`config.mk`:
```
export PLATFORM = sky130hd
export DESIGN_NAME = decade_counter_flat
export DESIGN_NICKNAME = d
export VERILOG_FILES = /design/src/rtl/decade_counter_if.sv /design/src/rtl/decade_counter.sv /design/src/flat_wrapper.sv
export SDC_FILE = /design/constraint.sdc
export NUM_CORES = 1
export LEC_CHECK = 0
export ABC_AREA = 1
export CAP_MARGIN = 10
export CORE_AREA = 2 2 39 41
export CTS_CLUSTER_DIAMETER = 50
export DETAILED_ROUTE_END_ITERATION = 6
export DIE_AREA = 0 0 41 43
export HOLD_SLACK_MARGIN = 0.15
export REMOVE_ABC_BUFFERS = 1
export SYNTH_ARGS = -nofsm -noshare
export SYNTH_HDL_FRONTEND = slang
export SYNTH_SLANG_ARGS = --single-unit
```
`constraint.sdc`:
```
create_clock -name clk -period 2.9 [get_ports clk]
set_input_delay 0.58 -clock clk [delete_from_list [all_inputs] [get_ports clk]]
set_output_delay 0.58 -clock clk [all_outputs]
set_load 0.05 [all_outputs]
```
`src/rtl/decade_counter_if.sv`:
```
// Count-enable / clear / count / terminal-count bundle for decade_counter.
// DECADE_COUNTER_LOAD_EN adds the parallel-load pair (load, d).
interface decade_counter_if #(
    parameter int unsigned WIDTH = 4
);
    logic             in;
    logic             clr;
    logic [WIDTH-1:0] cnt;
    logic             tc;
`ifdef DECADE_COUNTER_LOAD_EN
    logic             load;
    logic [WIDTH-1:0] d;

    modport master (output in, clr, load, d, input cnt, tc);
    modport slave  (input in, clr, load, d, output cnt, tc);
`else
    modport master (output in, clr, input cnt, tc);
    modport slave  (input in, clr, output cnt, tc);
`endif
endinterface

```
`src/rtl/decade_counter.sv`:
```
// Modulo-(MAX_COUNT+1) up-counter with cascadable terminal count; BCD digit by default.
// Define DECADE_COUNTER_LOAD_EN to add a synchronous parallel load (load, d).
module decade_counter #(
    parameter int unsigned WIDTH     = 4,
    parameter int unsigned MAX_COUNT = 9
) (
    input logic            clk,
    input logic            rst_n,
    decade_counter_if.slave bus
);

    localparam logic [WIDTH-1:0] MaxVal = WIDTH'(MAX_COUNT);

    if (MAX_COUNT >= (64'd1 << WIDTH)) begin : gen_bad_params
        $error("decade_counter: MAX_COUNT does not fit in WIDTH bits");
    end

    logic [WIDTH-1:0] cnt_q;
    logic [WIDTH-1:0] cnt_d;
    logic             at_max;

    assign at_max = (cnt_q == MaxVal);

    always_comb begin
        cnt_d = cnt_q;
        if (bus.clr) begin
            cnt_d = '0;
`ifdef DECADE_COUNTER_LOAD_EN
        end else if (bus.load) begin
            // Out-of-range load data collapses to zero rather than entering an illegal state.
            cnt_d = (bus.d <= MaxVal) ? bus.d : '0;
`endif
        end else if (bus.in) begin
            // >= also recovers from a fault-induced value above MAX_COUNT.
            cnt_d = (cnt_q >= MaxVal) ? '0 : cnt_q + 1'b1;
        end
    end

    always_ff @(posedge clk or negedge rst_n) begin
        if (!rst_n) begin
            cnt_q <= '0;
        end else begin
            cnt_q <= cnt_d;
        end
    end

    assign bus.cnt = cnt_q;
    assign bus.tc  = at_max & bus.in;

    a_cnt_in_range: assert property (@(posedge clk) disable iff (!rst_n) cnt_q <= MaxVal);

endmodule

```
`src/flat_wrapper.sv`:
```
// flat-port wrapper written by rule: the top's interface ports become plain ports
module decade_counter_flat 
#(
    parameter int unsigned WIDTH     = 4,
    parameter int unsigned MAX_COUNT = 9
)
  (clk, rst_n, bus_in, bus_clr, bus_cnt, bus_tc);
  decade_counter_if #(.WIDTH(WIDTH)) bus_i ();
  input logic clk;
  input logic rst_n;
  input wire logic [$bits(bus_i.in)-1:0] bus_in;
  input wire logic [$bits(bus_i.clr)-1:0] bus_clr;
  output wire logic [$bits(bus_i.cnt)-1:0] bus_cnt;
  output wire logic [$bits(bus_i.tc)-1:0] bus_tc;
  assign bus_i.in = bus_in;
  assign bus_i.clr = bus_clr;
  assign bus_cnt = bus_i.cnt;
  assign bus_tc = bus_i.tc;
  decade_counter #(.WIDTH(WIDTH), .MAX_COUNT(MAX_COUNT)) u_core (.clk(clk), .rst_n(rst_n), .bus(bus_i));
endmodule
```
### After elaboration in Yosys (flattened, before gate mapping)

Index checks and enable logic that the tools add are counted.

* register bits: 4
* input bits: 4
* output and inout bits: 5
* logic and storage cells: 9

* add/subtract/negate cells: 1
* $lt $le $gt $ge: 1
* equality and inequality tests: 1
* multiplexer cells: 3
* bitwise logic cells: 1
* reduce and logical (&&, ||, !) cells: 1

Operator list (number)
* 4-bit two-way mux: 3
* 4-bit by 1-bit adder with 4-bit output, second input constant: 1
* 4-bit equality test, second input constant: 1
* 4-bit greater-or-equal comparator, second input constant: 1
* 2-bit nonzero test: 1
* 1-bit bitwise AND: 1

### Longest topological paths before layout

Gate-level depths: netlist of run 1.

* depth in word-level cells: 4
* depth in mapped cells: 7
* depth with buffers taken out: 7

### Worst setup path before layout of run 1

Ideal clock, no wire load.

* path kind: register to output
* start point: register u_core.cnt_q[0], in the netlist u_core.bus.cnt[0]
* end point: output port bus_tc
* arrival time: 1.671 ns
* required time: 2.320 ns
* slack: 0.649 ns
* stages on the path, launching flop included: 4
* buffers on the path: 0
* cell sequence: dfrtp_1 > ha_1 > nand3_1 > nor2_1

* cells in the longest elaborated chain, start to end: 2

RTL lines
* start, declared: RTL line decade_counter.sv:18 `logic [WIDTH-1:0] cnt_q;`
* start signal, assigned: RTL line decade_counter.sv:43 `cnt_q <= cnt_d;`
* 4-bit equality test: RTL line decade_counter.sv:22 `assign at_max = (cnt_q == MaxVal);`
* 1-bit bitwise AND: RTL line decade_counter.sv:48 `assign bus.tc = at_max & bus.in;`
* end, declared: RTL line flat_wrapper.sv:14 `output wire logic [$bits(bus_i.tc)-1:0] bus_tc;`

Every way passes these cells.

### Worst setup path in the final report of run 1

* start point: input port bus_in
* end point: output port bus_tc

* cells in the longest elaborated chain, start to end: 1

RTL lines
* start, declared: RTL line flat_wrapper.sv:11 `input wire logic [$bits(bus_i.in)-1:0] bus_in;`
* 1-bit bitwise AND: RTL line decade_counter.sv:48

Every way passes these cells.

==> results of run 1 <==
==> report_power, final <==
group | switching, mW | leakage (nW) | total (mW) | internal, mW
sequential | 0.00408 | 0.0544 | 0.0627 | 0.0586
combinational | 0.0207 | 0.125 | 0.0340 | 0.0133
clock | 0.0229 | 0.0138 | 0.0692 | 0.0463
==> worst max-delay path, stage by stage <==
cell and delay, ns:
clkdlybuf4s50_1 0.56, inv_1 0.08, nor2_1 0.11, buf_4 0.20
==> layout make-up <==
type	instances	area [um2]	share of cell area
Inverter	6	22.5	0.0566
Tap cell	16	20.0	0.0503
Timing Repair Buffer	8	77.6	0.195
Clock buffer	3	22.5	0.0566
Sequential cell	4	100	0.252
Multi-Input combinational cell	27	155	0.390
==> synth_stat cells (all sizes together) <==
master,instances
dfrtp,4
nand2,11
nand3,3
inv,6
nand4,2
nor2,6
o21bai,2
ha,3
==> cell families (layout without fill, tap and decap cells) <==
kind of cell,after synthesis,in the layout,share of synthesized area
adder cells (fa/ha/maj),3,3,0.135
flip-flops,4,4,0.360
AND/OR/NAND/NOR,22,22,0.356
buffers and inverters,6,17,0.0811
AO/OA/AOI/OAI,2,2,0.0676
==> how the worst max path moves through the flow <==
stage          cells past startpoint         end
6_report                           4      bus_tc
2_1_floorplan                      3      bus_tc
5_1_grt                            4      bus_tc
3_3_place_gp                       4      bus_tc
3_5_place_dp                       4      bus_tc
4_1_cts                            1  bus_cnt[0]
==> per-layer routing <==
layer	wire length, um	track usage
met5	0	0
met4	11	0.0400
met3	59	0.0785
met2	240	0.113
met1	254	0.104
==> metrics.yaml, run 1 <==
finish:
  fin_area_um2: 398
  final_nets: 57
  diodes: 0
  synthToLayoutAreaGrowth_pct: 43.2
  layoutNonFillerInstCount: 64
  drive_gt1_frac: 0.146
  nFillCells: 162
  mostFrequentLayoutCells: "nand2_1 (11), clkdlybuf4s50_1 (7), inv_1 (5), nor2_1 (5), dfrtp_1 (4)"
  postLayoutCoreUtil: 0.288
  largest_reg_flops: 4
  final_common_cell: "nand2_1"
worst_setup_path:
  critical_path_peak_fanout: 4
  start_kind: "input pin"
  reg2reg_from: "u_core.bus.cnt[0]$_DFFE_PN0P_"
  worstSetupStartpoint: "bus_in"
  rrSetupSlack_ns: 1.68
  worstSetupEndpointType: "output pin"
  crit_required_ns: 2.32
  ff2ff_path_depth: 6
  reg2reg_to: "u_core.bus.cnt[2]$_DFFE_PN0P_"
  cp_data_arrival_time_ns: 1.54
  critPathKind: "in -> out"
die:
  core_mm2: 0.00138
  die_area_mm2: 0.00176
  start_util: 0.201
  die_w_um: 41
  die_h_um: 43
  io_pins: 9
  std_cell_rows: 14
synth:
  synth_top_area_cell: "dfrtp_1"
  synth_cell_types: 11
  synth.avg_cell_area_um2: 7.51
  syn_inst: 37
  synth.area.top_cells: "dfrtp_1 (36%), nand2_1 (15%), ha_1 (14%)"
  yosysWarnings: 0
  yosysSeqAreaShare: 0.360
  syn-cell-area_um2: 278
  ys_ff_latch: 4
  yosysTopAreaCellShare: 0.360
power:
  vdd_drop_max_mv: 0.208
  p_total_uw: 166
  p_leak_nw: 0.193
  p_per_area_mw_per_mm2: 417
sta:
  hold_ws_ns: 0.539
  fin_skew_ns: 0.00182
  relSlewSlack: 0.673
  finalHoldViolations: 0
  min_period_over_period: 0.731
  rsz0062_at_grt: "no"
  worstMarginPinSlew_ns: 0.489
  drv_slew: 0
  max_freq_mhz: 472
  final.min_clock_period_ns: 2.12
  fin_ws_ns: 0.781
  tns_ns: 0
  setup_viol: 0
clock_network:
  cts_resized: 0
  numCtsBuffers: 3
  clkSlewWorstSetupHoldPaths_ns: 0.04
  tritoncts: "yes"
  post-cts-setup-buffers: 0
  htree_levels: 1
  clk-insertion-delay-late_ns: 0.24
  cts.path.max_buffers: 2
  root_buffer: "clkbuf_4"
  holdBufCountCts: 0
  clock_sink_count: 4
detailed_routing:
  wl_per_cell_um: 8.83
  vias: 273
  vias_per_cell: 4.27
  drt-pass1-iter-count: 1
  ant_nets: 0
  drc_errors: 0
  wl_um: 565
  drt_iter0_drc: 0
grt:
  grt_max_degree: 7
  antenna_found_initial: 0
  grt_overflow_total: 0
  gr-usage-all-layers: 0.0897
  grt_pass1_vias: 255
  grt_pass1_wl_um: 986
run_status:
  outcome: "finished, final reports clean"
place:
  placed_area_um2: 375
  detailed_place_hpwl_um: 440
  pre_cts_ws_ns: 0.775
  post-place-cells: 61
  port_buffers: 8
  gp_congestion: 0.743
job:
  maxCapViolations: 0
hold_path:
  hold_class: "in -> async"
No activity file was read; power rests on OpenSTA's default activity.
==> inputs of run 2 (changes only) <==
==> constraint.sdc (replaced) <==
create_clock -name clk -period 2.2 [get_ports clk]
set_input_delay 0.44 -clock clk [delete_from_list [all_inputs] [get_ports clk]]
set_output_delay 0.44 -clock clk [all_outputs]
set_load 0.05 [all_outputs]
==> metrics.yaml, run 2 (synthesized netlist as in run 1, its figures left out) <==
sta:
  worstMarginPinSlew_ns: 0.489
  max_freq_mhz: 511
  hold_ws_ns: 0.404
  tns_ns: 0
  fin_skew_ns: 0.00362
  final.min_clock_period_ns: 1.96
  min_period_over_period: 0.889
  drv_slew: 0
  rsz0062_at_grt: "no"
  setup_viol: 0
  relSlewSlack: 0.673
  fin_ws_ns: 0.244
  finalHoldViolations: 0
place:
  post-place-cells: 61
  port_buffers: 8
  gp_congestion: 0.720
  placed_area_um2: 388
  detailed_place_hpwl_um: 446
  pre_cts_ws_ns: 0.310
grt:
  grt_pass1_wl_mm: 1.04
  gr-usage-all-layers: 0.0908
  antenna_found_initial: 0
  grt_pass1_vias: 260
  grt_max_degree: 7
  grt_overflow_total: 0
die:
  die_area_mm2: 0.00176
  die_h_um: 43
  std_cell_rows: 14
  core_mm2: 0.00138
  io_pins: 9
  die_w_um: 41
  start_util: 0.201
clock_network:
  numCtsBuffers: 3
  post-cts-setup-buffers: 0
  clk-insertion-delay-late_ns: 0.24
  cts_resized: 0
  clock_sink_count: 4
  cts.path.max_buffers: 2
  tritoncts: "yes"
  clkSlewWorstSetupHoldPaths_ns: 0.04
  root_buffer: "clkbuf_4"
  holdBufCountCts: 0
  htree_levels: 1
finish:
  final_nets: 57
  synthToLayoutAreaGrowth_pct: 47.7
  largest_reg_flops: 4
  layoutNonFillerInstCount: 64
  drive_gt1_frac: 0.146
  mostFrequentLayoutCells: "nand2_1 (11), clkdlybuf4s50_1 (7), inv_1 (5), nor2_1 (5), dfrtp_1 (4)"
  nFillCells: 147
  diodes: 0
  final_common_cell: "nand2_1"
  fin_area_um2: 410
worst_setup_path:
  worstSetupEndpointType: "output pin"
  crit_buf_inv: 1
  ff2ff_path_depth: 6
  rrSetupSlack_ns: 0.97
  crit_family: "buffers and inverters"
  critPathKind: "reg -> out"
  reg2reg_to: "u_core.bus.cnt[3]$_DFFE_PN0P_"
  cp_data_arrival_time_ns: 1.52
  slowest_delay_ns: 0.84
  critical_path_peak_fanout: 6
  start_kind: "register"
  critical_path.cell_chain: "clkdlybuf4s50_1"
  slowest_stage: "clkdlybuf4s50_1"
  reg2reg_from: "u_core.bus.cnt[0]$_DFFE_PN0P_"
  crit_required_ns: 1.76
detailed_routing:
  vias: 267
  wl_um: 559
  ant_nets: 0
  drt-pass1-iter-count: 3
  drc_errors: 0
  vias_per_cell: 4.17
  wl_per_cell_um: 8.73
  drt_iter0_drc: 3
power:
  seqPwrFrac: 0.379
  p_per_area_mw_per_mm2: 532
  clkPwrFrac: 0.414
  intPower_uw: 156
  swShare: 0.285
  vdd_drop_max_mv: 0.298
  netSwitchingPower_uw: 62.3
  p_leak_nw: 0.196
  pwr-share-comb: 0.207
run_status:
  outcome: "finished, final reports clean"
hold_path:
  hold_class: "in -> async"
job:
  maxCapViolations: 0
-- run 2: worst max path at each step --
stage / start / to / slack (ns) / cells after the start
6_report: u_core.bus.cnt[0]$_DFFE_PN0P_ / bus_cnt[0] / 0.24 / 1
5_1_grt: u_core.bus.cnt[0]$_DFFE_PN0P_ / bus_cnt[0] / 0.18 / 1
4_1_cts: u_core.bus.cnt[0]$_DFFE_PN0P_ / bus_cnt[0] / 0.22 / 1
3_5_place_dp: bus_in / bus_tc / 0.31 / 4
3_3_place_gp: bus_in / bus_tc / 0.32 / 4
2_1_floorplan: u_core.bus.cnt[0]$_DFFE_PN0P_ / bus_tc / 0.09 / 3
-- run 2: power by group through the flow --
stage | Clock [mW] | Combinational (mW) | Sequential (mW)
after floorplan | 0 | 0.0158 | 0.0939
after global placement | 0 | 0.0453 | 0.0837
after detailed placement | 0 | 0.0458 | 0.0835
after CTS | 0.0950 | 0.0459 | 0.0827
after global routing | 0.102 | 0.0514 | 0.0832
final | 0.0904 | 0.0452 | 0.0827
-- run 2: metal layers --
metal | part of all wire | wire (um) | vias up | global-route usage
met3 | 0.086 | 48 | 0 | 0.0785
met4 | 0 | 0 | 0 | 0.0200
met2 | 0.47 | 260 | 8 | 0.116
met5 | 0 | 0 | - | 0
met1 | 0.45 | 250 | 121 | 0.114
li1 | - | - | 138 | -
-- run 2: through the flow --
step	util	total power [mW]
2_1_floorplan	-	0.110
3_3_place_gp	0.280	0.129
3_5_place_dp	0.280	0.129
4_1_cts	0.297	0.224
5_1_grt	0.297	0.237
6_report	0.297	0.218
-- run 2: area by class of cell --
type / instances / area (um2) / share of cell area
Multi-Input combinational cell: 27 / 155 / 0.378
Sequential cell: 4 / 100 / 0.244
Timing Repair Buffer: 8 / 90.1 / 0.220
Clock buffer: 3 / 22.5 / 0.0549
Inverter: 6 / 22.5 / 0.0549
Tap cell: 16 / 20.0 / 0.0488
-- run 2: worst register-to-register path, cell delays in order (launching register included) --
cell,delay [ns]
dfrtp_1,0.44
inv_1,0.09
ha_1,0.20
nand2_1,0.06
nand2_1,0.07
o21bai_1,0.19
nor2_1,0.06
==> inputs of run 3 (changes only) <==
==> constraint.sdc (replaced) <==
create_clock -name clk -period 2.1 [get_ports clk]
set_input_delay 0.42 -clock clk [delete_from_list [all_inputs] [get_ports clk]]
set_output_delay 0.42 -clock clk [all_outputs]
set_load 0.05 [all_outputs]
==> metrics.yaml, run 3 (synthesized netlist as in run 1, its figures left out) <==
run_status:
  outcome: "finished, final reports clean"
clock_network:
  clkSlewWorstSetupHoldPaths_ns: 0.03
  clock_sink_count: 4
  cts.path.max_buffers: 2
  holdBufCountCts: 0
  htree_levels: 1
  numCtsBuffers: 3
  root_buffer: "clkbuf_4"
  post-cts-setup-buffers: 0
  cts_resized: 0
  tritoncts: "yes"
  clk-insertion-delay-late_ns: 0.23
worst_setup_path:
  crit_buf_inv: 1
  reg2reg_to: "u_core.bus.cnt[2]$_DFFE_PN0P_"
  rrSetupSlack_ns: 0.87
  worstSetupEndpointType: "output pin"
  critical_path.cell_chain: "clkdlybuf4s50_1"
  critPathKind: "reg -> out"
  crit_required_ns: 1.68
  critical_path_peak_fanout: 6
  slowest_delay_ns: 0.84
  start_kind: "register"
  slowest_stage: "clkdlybuf4s50_1"
  reg2reg_from: "u_core.bus.cnt[1]$_DFFE_PN0P_"
  crit_family: "buffers and inverters"
  ff2ff_path_depth: 7
  cp_data_arrival_time_ns: 1.50
hold_path:
  hold_class: "in -> async"
grt:
  grt_overflow_total: 0
  grt_pass1_wl_um: 972
  grt_pass1_vias: 236
  antenna_found_initial: 0
  gr-usage-all-layers: 0.0897
  grt_max_degree: 7
die:
  die_h_um: 43
  die_area_mm2: 0.00176
  die_w_um: 41
  io_pins: 9
  start_util: 0.201
  core_mm2: 0.00138
  std_cell_rows: 14
sta:
  worstMarginPinSlew_ns: 0.488
  relSlewSlack: 0.673
  rsz0062_at_grt: "no"
  min_period_over_period: 0.914
  finalHoldViolations: 0
  max_freq_mhz: 521
  hold_ws_ns: 0.391
  fin_ws_ns: 0.181
  drv_slew: 0
  setup_viol: 0
  fin_skew_ns: 0.00241
  tns_ns: 0
  final.min_clock_period_ns: 1.92
power:
  intPower_uw: 163
  vdd_drop_max_mv: 0.275
  seqPwrFrac: 0.387
  netSwitchingPower_uw: 60.9
  swShare: 0.272
  p_total_uw: 224
  clkPwrFrac: 0.403
  p_leak_nw: 0.196
  pwr-share-comb: 0.211
  p_per_area_mw_per_mm2: 546
finish:
  synthToLayoutAreaGrowth_pct: 47.7
  mostFrequentLayoutCells: "nand2_1 (11), clkdlybuf4s50_1 (7), inv_1 (5), nor2_1 (5), dfrtp_1 (4)"
  diodes: 0
  drive_gt1_frac: 0.146
  final_common_cell: "nand2_1"
  fin_area_um2: 410
  final_nets: 57
  largest_reg_flops: 4
detailed_routing:
  wl_per_cell_um: 8.58
  vias_per_cell: 4.19
  drc_errors: 0
  drt_iter0_drc: 1
  vias: 268
  drt-pass1-iter-count: 2
  wl_um: 549
  ant_nets: 0
job:
  maxCapViolations: 0
place:
  port_buffers: 8
  gp_congestion: 0.721
  pre_cts_ws_ns: 0.250
  detailed_place_hpwl_um: 459
  placed_area_um2: 388
run 3: layout make-up:
| cell class | instances | area, um2 |
|---|---|---|
| Clock buffer | 3 | 22.5 |
| Fill cell | 158 | 973 |
| Inverter | 6 | 22.5 |
| Multi-Input combinational cell | 27 | 155 |
| Sequential cell | 4 | 100 |
| Tap cell | 16 | 20.0 |
| Timing Repair Buffer | 8 | 90.1 |
run 3: power by group through the flow:
stage                     registers, mW  logic [mW]  clock network, mW
after floorplan                  0.0983      0.0165                  0
after global placement           0.0876      0.0474                  0
after detailed placement         0.0877      0.0479                  0
after CTS                        0.0868      0.0480             0.0956
after global routing             0.0873      0.0535              0.104
final                            0.0866      0.0472             0.0902
run 3: routing by layer:
| metal | up-vias | track usage | routed length, um |
|---|---|---|---|
| met1 | 123 | 0.104 | 237 |
| met5 | - | 0 | 0 |
| met4 | 0 | 0.0400 | 0 |
| met3 | 0 | 0.0785 | 34 |
| li1 | 139 | - | - |
| met2 | 6 | 0.113 | 278 |
run 3: worst max-delay path by stage:
stage,startpoint,endpoint,slack [ns],depth (start not counted)
finish,u_core.bus.cnt[0]$_DFFE_PN0P_,bus_cnt[0],0.18,1
floorplan,u_core.bus.cnt[0]$_DFFE_PN0P_,bus_tc,0.009,3
CTS,u_core.bus.cnt[0]$_DFFE_PN0P_,bus_cnt[0],0.15,1
detailed placement,bus_in,bus_tc,0.25,4
global route,u_core.bus.cnt[0]$_DFFE_PN0P_,bus_cnt[0],0.11,1
global placement,bus_in,bus_tc,0.26,4
run 3: through the flow:
step,util,instances
2_1_floorplan,-,37
3_3_place_gp,0.280,61
3_5_place_dp,0.280,61
4_1_cts,0.297,64
5_1_grt,0.297,64
6_report,0.297,64
